`src/rtl/regfile_write_arbiter.sv`:
```
// Round-robin arbiter sharing one register-file write port between two burst
// requesters; each grant runs a stepped sequence of consecutive register writes.
module regfile_write_arbiter #(
  parameter int NREGS = 32,
  parameter int WIDTH = 32
) (
  input  logic                       clock,
  input  logic                       reset,
  input  logic                       req0,
  input  logic                       req1,
  input  logic [$clog2(NREGS)-1:0]   start0,
  input  logic [$clog2(NREGS)-1:0]   start1,
  input  logic [$clog2(NREGS)-1:0]   len0,
  input  logic [$clog2(NREGS)-1:0]   len1,
  input  logic                       dir0,
  input  logic                       dir1,
  input  logic [WIDTH-1:0]           data0,
  input  logic [WIDTH-1:0]           data1,
  output logic [$clog2(NREGS)-1:0]   regnum,
  output logic [WIDTH-1:0]           wr_data,
  output logic                       wr_enable,
  output logic                       ack0,
  output logic                       ack1,
  output logic                       done0,
  output logic                       done1
);
  localparam int IW = $clog2(NREGS);
  localparam logic [IW-1:0] ONE = IW'(1);

  typedef enum logic {IDLE, BURST} state_t;

  state_t        state_q, state_d;
  logic          owner_q, owner_d;
  logic          last_q, last_d;
  logic          dir_q, dir_d;
  logic [IW-1:0] ptr_q, ptr_d;
  logic [IW-1:0] remain_q, remain_d;
  logic          winner;
  logic          burst;
  logic          last_beat;

  // On a tie the requester that did not win last time gets the port.
  assign winner = (req0 && req1) ? ~last_q : req1;

  always_comb begin
    state_d  = state_q;
    owner_d  = owner_q;
    last_d   = last_q;
    dir_d    = dir_q;
    ptr_d    = ptr_q;
    remain_d = remain_q;
    case (state_q)
      IDLE: begin
        if (req0 || req1) begin
          state_d  = BURST;
          owner_d  = winner;
          last_d   = winner;
          ptr_d    = winner ? start1 : start0;
          remain_d = winner ? len1 : len0;
          dir_d    = winner ? dir1 : dir0;
        end
      end
      BURST: begin
        if (remain_q == '0) begin
          state_d = IDLE;
        end else begin
          remain_d = remain_q - ONE;
          ptr_d    = dir_q ? ptr_q + ONE : ptr_q - ONE;
        end
      end
      default: state_d = IDLE;
    endcase
  end

  always_comb begin
    burst     = (state_q == BURST);
    last_beat = burst && (remain_q == '0);
    wr_enable = burst;
    regnum    = burst ? ptr_q : '0;
    wr_data   = '0;
    if (burst) wr_data = owner_q ? data1 : data0;
    ack0      = burst && !owner_q;
    ack1      = burst && owner_q;
    done0     = last_beat && !owner_q;
    done1     = last_beat && owner_q;
  end

  // last resets to 1 so requester 0 wins the first tie.
  always_ff @(posedge clock) begin
    if (reset) begin
      state_q  <= IDLE;
      owner_q  <= 1'b0;
      last_q   <= 1'b1;
      dir_q    <= 1'b0;
      ptr_q    <= '0;
      remain_q <= '0;
    end else begin
      state_q  <= state_d;
      owner_q  <= owner_d;
      last_q   <= last_d;
      dir_q    <= dir_d;
      ptr_q    <= ptr_d;
      remain_q <= remain_d;
    end
  end
endmodule

```
`config.mk`:
```
export PLATFORM = sky130hd
export DESIGN_NAME = regfile_write_arbiter
export DESIGN_NICKNAME = d
export VERILOG_FILES = /design/src/rtl/regfile_write_arbiter.sv
export SDC_FILE = /design/constraint.sdc
export NUM_CORES = 1
export LEC_CHECK = 0
export BUFFER_PORTS_ARGS = -buffer_cell sky130_fd_sc_hd__buf_4
export CORE_MARGIN = 10
export CORE_UTILIZATION = 38
export CTS_CLUSTER_SIZE = 28
export DETAILED_ROUTE_END_ITERATION = 12
export HOLD_SLACK_MARGIN = 0.12
export PLACE_DENSITY = 0.81
export SYNTH_ARGS = -nofsm -noshare
export SYNTH_HDL_FRONTEND = slang
export SYNTH_SLANG_ARGS = --single-unit
```
`constraint.sdc`:
```
create_clock -name clock -period 2.42 [get_ports clock]
set_input_delay 0.121 -clock clock [delete_from_list [all_inputs] [get_ports clock]]
set_output_delay 0.121 -clock clock [all_outputs]
set_load 0.01 [all_outputs]
```
# Word level (Yosys, flattened, before mapping)
# Cells that the tools add are included.
# Widths: inputs -> output; s select.
# classes
reduce_logical,11
n_addsub,3
n_eq_ne,2
bitwise,2
mux,17
# op_table
cell,n
$mux 32,2
$mux 5,8
$pmux 5 s2,2
$sub 5x1->5 const B,2
$logic_and 1x1->1,6
$add 5x1->5 const B,1
$logic_not 5->1,1
$mux 1,4
$ne 2x2->1 const B,2
$reduce_and 2->1,2
$not 1->1,2
$pmux 1 s2,1
$logic_not 1->1,1
$logic_or 1x1->1,1
# word_totals
reg_bits,14
input_bits,90

# Depth between registers and ports, before layout
# Gate-level depths: netlist (run 1).
# depth
ltp_word,5
depth_mapped,7

# Least setup slack after synthesis (run 1)
# No wires, ideal clock.
# synth_timing
path_kind,reg2reg
start,reg remain_q[0]
end,reg ptr_q[4]
slack_ps,714
stages_incl_launch_ff,8
required_time_ps,2302
setup_time_ps,118
t_arrival_ps,1588
cell_sequence,dfxtp_1 > inv_1 > ha_1 > or4b_1 > buf_6 > a21oi_4 > a221oi_1 > nor3b_1
# synth_via
elab_chain_len,3
# synth_lines
element,line,source
start: declaration,37,"logic [IW-1:0] remain_q, remain_d;"
start signal: assignment,103,remain_q <= remain_d;
$logic_not 5->1,64,if (remain_q == '0) begin
$ne 2x2->1 (no line),--,
$reduce_and 2->1 (no line),--,
end signal: assignment,102,ptr_q <= ptr_d;
end: declaration,36,"logic [IW-1:0] ptr_q, ptr_d;"
# Every way passes these cells.
# A chain may end at the register's enable or synchronous reset.

# Worst setup path after layout (run 1)
# layout_timing
start,reg remain_q[0]
end,out done0
# layout_via
elab_chain_len,3
# layout_lines
element,line,source
$logic_not 5->1,77,last_beat = burst && (remain_q == '0);
$logic_and 1x1->1,77,
$logic_and 1x1->1,84,done0 = last_beat && !owner_q;
end: declaration,24,"output logic done0,"
# Every way passes these cells.

==> out/qor.yml, run 1 <==
mappedNetlistArea_mm2: 0.00148
core.rowCount: 22
p_sw_share_pct: 36.6
async_flop_share_pct: 0
dp_hpwl_mm: 5.21
wl_met1_mm: 2.41
synth.distinct_cells: 42
synth_top_area_share_pct: 25.7
worst-path-max-fanout: 9
highest_layer: "met4"
dominantRegCellSynth: "dfxtp_1"
die_y_um: 82.4
hold_path_class: "input pin to flop"
post-synth-top-count-cell: "nor2_1"
timing.rr.end: "ptr_q[4]"
grt_setup_unrepaired: "no"
seqPwrFrac_pct: 26.4
cts_resized: 0
switching_power_uw: 433
cap_violations: 0
r2r-start: "remain_q[0]"
setup_tns_ps: 0
synth-edff-count: 0
wl_per_cell_um: 17.1
drive_above_1_share_pct: 48.0
routed_wirelength_mm: 6.31
ctsHoldBuffers: 0
ff2ff_path_depth: 6
htree_num_levels: 1
clockPowerShare_pct: 19.4
grt_pass1_vias: 1883
skew_ps: 4.11
postCtsSetupRepairBufs: 0
required_ps: 2300
numCtsBuffers: 3
portBuffers: 131
synthTopCellsByCount: "nor2_1, mux2i_1, a21oi_1, dfxtp_1, inv_1"
place_area_mm2: 0.00250
fin_crit_sh_pct: 82.5
rrSetupSlack_ps: 450
yosys-top-cells-area: "mux2i_1, dfxtp_1, nor2_1, a21oi_1, mux2_2"
p_per_area_mw_per_mm2: 463
cts_tree: "done"
antenna_left: 0
slew_viol_final: 0
slew_headroom_pct: 58.2
fin_util_pct: 68.8
gp_congestion: 0.875
ys_ff_latch: 14
grt_first_pass_wirelength_mm: 9.05
synth_top_area_cell: "mux2i_1"
hold-path-cell-count: 2
die_w_um: 82.4
vias_per_cell: 5.02
synth_nets: 289
crit_path_end: "done0"
vdd_drop_max_mv: 0.290
fmax_mhz: 501
met3_length_um: 522
drcViolationCount: 0
startpoint_type: "flop"
grt-ovfl-total: 0
clock_path_buffers: 2
fin_cells: 369
syn_inst: 194
grt_max_degree: 28
crit_path_start: "remain_q[0]"
firstDrtPassIters: 4
status: "finished clean"
synth_warnings: 0
cts.sinks: 14
nNetsFinal: 417
vias: 1852
fin_area_mm2: 0.00255
dpl.cell_count: 365
pwr-share-comb_pct: 54.1
diodes: 0
fin_hold_ws_ps: 153
syn_to_final_growth_pct: 72.6
finalSetupViolations: 0
coreArea_mm2: 0.00372
hold_viol_final: 0
io_pins: 132
met2_length_mm: 3.30
worstSetupPathType: "flop to output port"
tightest_slew_ps: 626
antenna_found_initial: 0
p_int_uw: 751
start_util_pct: 39.8
p_leak_uw: 0.00124
cts.root.buffer_cell: "clkbuf_8"
yosysSeqAreaShare_pct: 18.9
clkLatencyLatePin_ps: 250
postSynthAreaPerCell_um2: 7.63
drt_iter0_drc: 86
fp.dieArea_mm2: 0.00679
cp-end-kind: "output port"
crit_arrival_ps: 1870
clk_pin_slew_worst_paths_ps: 60
period_minus_slack_ps: 2000
grt_usage_pct: 16.8
placed cells by master (no fill, tap or decap), types with 3 or more instances in the layout:
| cell type | Yosys | routed |
|---|---|---|
| buf_4 | 1 | 137 |
| nor2_1 | 41 | 41 |
| mux2i_1 | 38 | 38 |
| a21oi_1 | 14 | 14 |
| dfxtp_1 | 14 | 13 |
| inv_1 | 10 | 10 |
| nand2_1 | 9 | 9 |
| nand3_1 | 6 | 6 |
| mux2_2 | 5 | 5 |
| nand2b_1 | 4 | 4 |
| ha_1 | 4 | 4 |
| clkbuf_8 | 0 | 4 |
| o22a_1 | 3 | 3 |
stage by stage:
stage / total power [uW] / setup slack [ps]
4_1_cts: 1190 / 424
2_1_floorplan: 679 / 714
5_1_grt: 1270 / 343
3_5_place_dp: 954 / 485
6_report: 1180 / 424
3_3_place_gp: 945 / 547
cells by family (layout without fill, tap and decap cells):
family	Yosys count	count (layout)	synth area share [%]
buffers and inverters	24	151	7.27
flip-flops	14	14	18.9
adder cells (fa/ha/maj)	5	5	4.73
AND/OR/NAND/NOR	74	74	23.0
XOR/XNOR	1	1	0.592
AO/OA/AOI/OAI	33	33	16.0
multiplexers	43	43	29.5
worst min path at each step:
stage / startpoint / end
after detailed placement: reset / remain_q[0]
after floorplan: reset / ptr_q[1]
final: reset / ptr_q[3]
after global routing: reset / ptr_q[1]
after CTS: reset / ptr_q[3]
after global placement: reset / remain_q[0]
sequential cells by signal (all words and copies together), names as in the netlist:
signal     flops
dir_q          1
ptr_q          5
wr_enable      1
remain_q       5
owner_q        1
last_q         1
per-layer routing:
metal	track usage, %	up-vias
li1	-	935
met1	19.0	835
met2	29.9	76
met3	3.89	6
met4	5.78	0
met5	0	-
worst max-delay path, stage by stage (launching register included):
cell     delay, ps
dfxtp_1        330
inv_1           90
ha_1           190
or4b_1         630
nor3_1         230
buf_4          160
power by group through the flow:
stage	clock [uW]	sequential, uW	combinational (uW)
2_1_floorplan	0	292	387
3_3_place_gp	0	315	630
3_5_place_dp	0	315	640
4_1_cts	236	311	644
5_1_grt	246	318	705
6_report	230	313	641
area by class of cell:
class / count / area, um^2
clock buffer: 4 / 55.1
inverter: 10 / 37.5
timing repair buffer: 137 / 1030
sequential: 14 / 282
tap: 48 / 60.1
fill: 325 / 1160
multi-input combinational: 156 / 1090
Power figures use the tool's default switching activity.
==> run 2, diff against run 1 <==
- ABC_AREA: not set -> 1
- PLACE_DENSITY: 0.81 -> 0.82
- clock period: 2.42 -> 2.02 ns (I/O delays scaled with it)
==> run 2 against run 1 <==
Net effect:
- sequential power rose by 18%
- hold slack got worse by 6.7 ps
- synthesized area fell by 1.4%
- via count rose by 5.6%
- setup slack got worse by 47 ps
- sequential share of layout area rose by 0.28 points
- register-to-register slack barely moved
- global-route usage rose by 0.75 points
- power rose by 20%
- die area fell by 1.0%
- non-clock buffer count fell by 2
- flip-flop and latch count did not move
- largest power group unchanged
==> out/qor.yml, run 2 <==
vias_per_cell: 4.98  # -0.83%
final_cell_mix: "buf_4, nand2_1, a22o_1, inv_1, nand3_1"
cts.root.buffer_cell: "clkbuf_8"
hold-path-cell-count: 3  # +1
p_per_area_mw_per_mm2: 572  # +24%
tightest_slew_ps: 519  # -107 ps
drt_iter0_drc: 55  # -36%
slowest_stage: "dfxtp_1"
fin_area_mm2: 0.00248  # -2.9%
synth_top_area_share_pct: 19.2  # -6.5 points
cts_resized: 0  # unchanged
p_total_uw: 1420  # +20%
p_leak_uw: 0.00141  # +14%
required_ps: 1920  # -380 ps
clock_path_buffers: 2  # unchanged
drcViolationCount: 0  # unchanged
biggestRegsByFlops: "ptr_q (5), remain_q (5)"
antenna_left: 0  # unchanged
htree_num_levels: 1  # unchanged
r2r-start: "dir_q"
grt_max_degree: 34  # +21%
dp_hpwl_mm: 5.34  # +2.5%
synth_nets: 314  # +8.7%
ff2ff_path_depth: 7  # +1
gp_congestion: 0.842  # -3.8%
wl_per_cell_um: 16.3  # -4.5%
cap_violations: 0  # unchanged
fmax_mhz: 609
setup_tns_ps: 0  # unchanged
period_minus_slack_ps: 1640
die_w_um: 82.0  # -0.52%
io_pins: 132  # unchanged
startpoint_type: "flop"
mappedNetlistArea_mm2: 0.00146  # -1.4%
drive_above_1_share_pct: 43.8  # -4.2 points
clkLatencyLatePin_ps: 250  # about the same
slew_viol_final: 0  # unchanged
portBuffers: 131  # unchanged
coreArea_mm2: 0.00369  # -0.74%
postCtsSetupRepairBufs: 0  # unchanged
diodes: 0  # unchanged
vias: 1956  # +5.6%
yosysSeqAreaShare_pct: 19.2  # +0.26 points
fin_util_pct: 67.3  # -1.5 points
grt_usage_pct: 17.5  # +0.75 points
syn_to_final_growth_pct: 69.9
nNetsFinal: 442  # +6.0%
hold_path_class: "input pin to flop"
die_y_um: 82.0  # -0.52%
synth-edff-count: 0  # unchanged
grt_pass1_vias: 1835  # -2.5%
syn_inst: 219  # +13%
cts_tree: "done"
hold_viol_final: 0  # unchanged
vdd_drop_max_mv: 0.313  # +8.0%
firstDrtPassIters: 4  # unchanged
status: "finished clean"
post-synth-top-count-cell: "nand2_1"
slew_headroom_pct: 65.4  # +7.2 points
cts.sinks: 14  # unchanged
core.rowCount: 22  # unchanged
grt_setup_unrepaired: "no"
synthTopCellsByCount: "nand2_1, a22o_1, inv_1"
synth_warnings: 0  # unchanged
rrSetupSlack_ps: 440  # about the same
ys_ff_latch: 14  # unchanged
antenna_found_initial: 0  # unchanged
routed_wirelength_mm: 6.42  # +1.8%
synth_top_area_cell: "a22o_1"
nFillCells: 344  # +5.8%
fp.dieArea_mm2: 0.00672  # -1.0%
dominantRegCellSynth: "dfxtp_1"
yosys-top-cells-area: "a22o_1, dfxtp_1, nand2_1, nand3_1, inv_1"
start_util_pct: 39.6  # -0.25 points
timing.rr.end: "ptr_q[3]"
grt-ovfl-total: 0  # unchanged
async_flop_share_pct: 0  # unchanged
synth.distinct_cells: 29  # -31%
crit_arrival_ps: 1540  # -330 ps
numCtsBuffers: 3  # unchanged
postSynthAreaPerCell_um2: 6.67  # -13%
worstSetupPathType: "flop to output port"
final_common_cell: "buf_4"
cp-end-kind: "output port"
finalSetupViolations: 0  # unchanged
min_from: "dir0"
cp_slowest_stage_delay_ps: 440  # -190 ps
path_cells: "nand2_2, inv_2, a22o_1, buf_4"
fin_crit_sh_pct: 81.3
worstHoldEndpoint: "dir_q"
grt_first_pass_wirelength_mm: 9.38  # +3.6%
skew_ps: 4.42  # +0.311 ps
place_area_mm2: 0.00243  # -2.8%
clk_pin_slew_worst_paths_ps: 60  # about the same
worst-path-max-fanout: 33  # +24
-- run 2: changes by cell type after synthesis, sizes merged, moves of 5 or more --
| cell | change |
|---|---|
| nor2 | -18 |
| inv | +21 |
| o21ai | +12 |
| mux2 | -5 |
| a22o | +32 |
| nand2 | +39 |
| nand3b | +7 |
| clkbuf | -5 |
| nand3 | +18 |
| a21oi | -10 |
| mux2i | -38 |
-- run 2: worst max-delay path by stage --
stage / from / endpoint / slack, ps / cells past startpoint
floorplan: dir_q / ptr_q[3] / 530 / 7
global placement: dir_q / ptr_q[3] / 490 / 7
detailed placement: dir_q / ptr_q[3] / 450 / 7
CTS: owner_q / wr_data[26] / 380 / 4
global route: owner_q / wr_data[26] / 270 / 4
finish: owner_q / wr_data[26] / 380 / 4
-- run 2: layer usage --
metal	vias up	part of all wire (%)	track usage [%]
met4	0	1.0	4.08
li1	986	-	-
met5	-	0	0
met2	98	47	30.6
met1	866	41	19.9
met3	6	12	6.33
-- run 2: what timing repair did --
| action | CTS | global route |
|---|---|---|
| hold buffers | 1 | 0 |
| endpoints found under the setup margin | 0 | 0 |
| hold endpoints to repair | 3 | 0 |
-- run 2: final cells by class --
class / count / area, um^2 / area share [%]
clock buffers: 3 / 41.3 / 1.66
inverters: 31 / 121 / 4.89
multi-input cells: 162 / 962 / 38.8
flip-flops and latches: 14 / 280 / 11.3
repair buffers: 135 / 1020 / 40.9
well taps: 48 / 60.1 / 2.42
-- run 2: cells by family (layout without fill, tap and decap cells) --
family	Yosys count	in the layout	share of synthesized area, %
buffers and inverters	43	169	14.9
and+or+nand+nor	105	105	33.7
adders and majority gates	5	5	4.80
AOI/OAI and AO/OA	51	51	26.8
DFF	14	14	19.2
xor gates and xnor gates	1	1	0.600
-- run 2: metrics by stage --
step | hold slack [ps] | cells | setup WS (ps)
floorplan | 170 | 219 | 533
global placement | 310 | 389 | 485
detailed placement | 312 | 389 | 448
CTS | 147 | 393 | 378
global route | 148 | 393 | 271
finish | 146 | 393 | 378
-- run 2: power by group --
part           internal (uW)  switching [uW]
clock                    132             101
sequential               323            45.0
combinational            409             410
-- run 2: worst max-delay path, delay by kind of cell (launching register included) --
kind | cells | cell delay [ps]
buf+inv | 2 | 520
simple gates | 1 | 90
compound gates | 1 | 240
flops | 1 | 440
==> run 3, diff against run 2 <==
- clock period: 2.02 -> 1.7 ns (I/O delays scaled with it)
==> run 3 against run 2 <==
Net effect:
- final cell count increased by 1.0%
- clock power increased by 41%
- largest cell class unchanged
- critical endpoint is now ptr_q[3]
- hold slack got worse by 13 ps
- sequential power increased by 19%
==> out/qor.yml, run 3 (synthesized netlist as in run 2, its figures left out) <==
firstDrtPassIters: 4  # unchanged
clock_path_buffers: 2  # unchanged
fin_area_mm2: 0.00254  # +2.3%
p_per_area_mw_per_mm2: 693  # +21%
antenna_left: 0  # unchanged
worstSetupPathType: "flop to flop"
cts.sinks: 14  # unchanged
wl_per_cell_um: 16.4  # +0.18%
grt_first_pass_wirelength_mm: 9.66  # +3.0%
place_area_mm2: 0.00246  # +1.1%
io_pins: 132  # unchanged
required_ps: 1840  # -80 ps
start_util_pct: 39.6  # unchanged
fp.dieArea_mm2: 0.00672  # unchanged
cts.root.buffer_cell: "clkbuf_8"
grt-ovfl-total: 0  # unchanged
clk_pin_slew_worst_paths_ps: 60  # about the same
postCtsSetupRepairBufs: 0  # unchanged
p_leak_uw: 0.00143  # +1.8%
slew_viol_final: 0  # unchanged
dp_hpwl_mm: 5.45  # +2.1%
crit_arrival_ps: 1720  # +180 ps
cp-end-kind: "flop"
biggestRegsByFlops: "ptr_q (5), remain_q (5)"
coreArea_mm2: 0.00369  # unchanged
drt_iter0_drc: 68  # +24%
fin_cells: 397  # +1.0%
drcViolationCount: 0  # unchanged
gp_congestion: 0.852  # +1.1%
grt_setup_unrepaired: "no"
hold_viol_final: 0  # unchanged
startpoint_type: "flop"
status: "finished clean"
vias_per_cell: 4.99  # +0.36%
finalSetupViolations: 0  # unchanged
htree_num_levels: 1  # unchanged
die_y_um: 82.0  # unchanged
grt_max_degree: 34  # unchanged
core.rowCount: 22  # unchanged
fin_crit_sh_pct: 92.7
cts_tree: "done"
drive_above_1_share_pct: 44.4  # +0.64 points
vias: 1983  # +1.4%
syn_to_final_growth_pct: 73.8
skew_ps: 5.17  # +0.751 ps
slew_headroom_pct: 73.2  # +7.8 points
rrSetupSlack_ps: 120  # -320 ps
cap_violations: 0  # unchanged
diodes: 0  # unchanged
grt_pass1_vias: 1842  # +0.38%
worst-path-max-fanout: 4  # -88%
clkLatencyLatePin_ps: 250  # about the same
numCtsBuffers: 3  # unchanged
nFillCells: 347  # +0.87%
hold_path_class: "input pin to flop"
routed_wirelength_mm: 6.50  # +1.2%
die_w_um: 82.0  # unchanged
nNetsFinal: 445  # +0.68%
final_cell_mix: "buf_4, nand2_1, a22o_1, inv_1, nand3_1"
grt_usage_pct: 18.3  # +0.79 points
tightest_slew_ps: 401  # -118 ps
setup_tns_ps: 0  # unchanged
final_common_cell: "buf_4"
fmax_mhz: 634
portBuffers: 131  # unchanged
vdd_drop_max_mv: 0.596  # +90%
antenna_found_initial: 0  # unchanged
dpl.cell_count: 391  # +0.51%
period_minus_slack_ps: 1580
run 3: final timing paths:
check / startpoint / endpoint / cells past startpoint
setup / recovery: dir_q / ptr_q[3] / 7
hold / removal: dir0 / dir_q / 3
setup reg to reg: dir_q / ptr_q[3] / 7
hold reg to reg: last_q / last_q / 2
run 3: what timing repair did:
action                     in CTS  in global routing
hold endpoints to repair        4                  0
setup endpoints to repair      32                 32
hold buffers                    2                  0
pin swaps                       0                  0
resized for setup               1                  1
run 3: layout make-up:
cell class	instances	area (um^2)	area share, %
timing repair buffer	138	1060	41.7
multi-input combinational	162	962	37.9
sequential	14	282	11.1
inverter	31	121	4.78
tap	48	60.1	2.37
clock buffer	4	55.1	2.17
run 3: through the flow:
stage	util [%]	worst slack, ps	power [uW]	hold WS (ps)
3_3_place_gp	66.6	172	1410	297
2_1_floorplan	-	213	1020	154
4_1_cts	68.8	20.8	1770	131
6_report	68.8	124	1760	133
5_1_grt	68.8	41.5	1900	145
3_5_place_dp	66.6	140	1430	299
run 3: worst max-delay path, stage by stage (launching register included):
cell and delay (ps):
dfxtp_1 390, inv_1 110, ha_1 330, or2_2 310, a21oi_1 140, nor2_1 60, nor2_1 90, nor2_1 50
run 3: where the power goes:
| part | switching, uW | total, uW | internal, uW |
|---|---|---|---|
| Combinational | 490 | 990 | 500 |
| Clock | 122 | 328 | 205 |
| Sequential | 54.8 | 439 | 385 |
| Total | 667 | 1760 | 1090 |
run 3: routing by layer:
metal / up-vias / global-route usage [%] / part of all wire (%)
met3: 7 / 6.11 / 11
met4: 0 / 4.93 / 1.3
met5: - / 0 / 0
met1: 881 / 21.1 / 40
li1: 997 / - / -
met2: 98 / 31.7 / 48
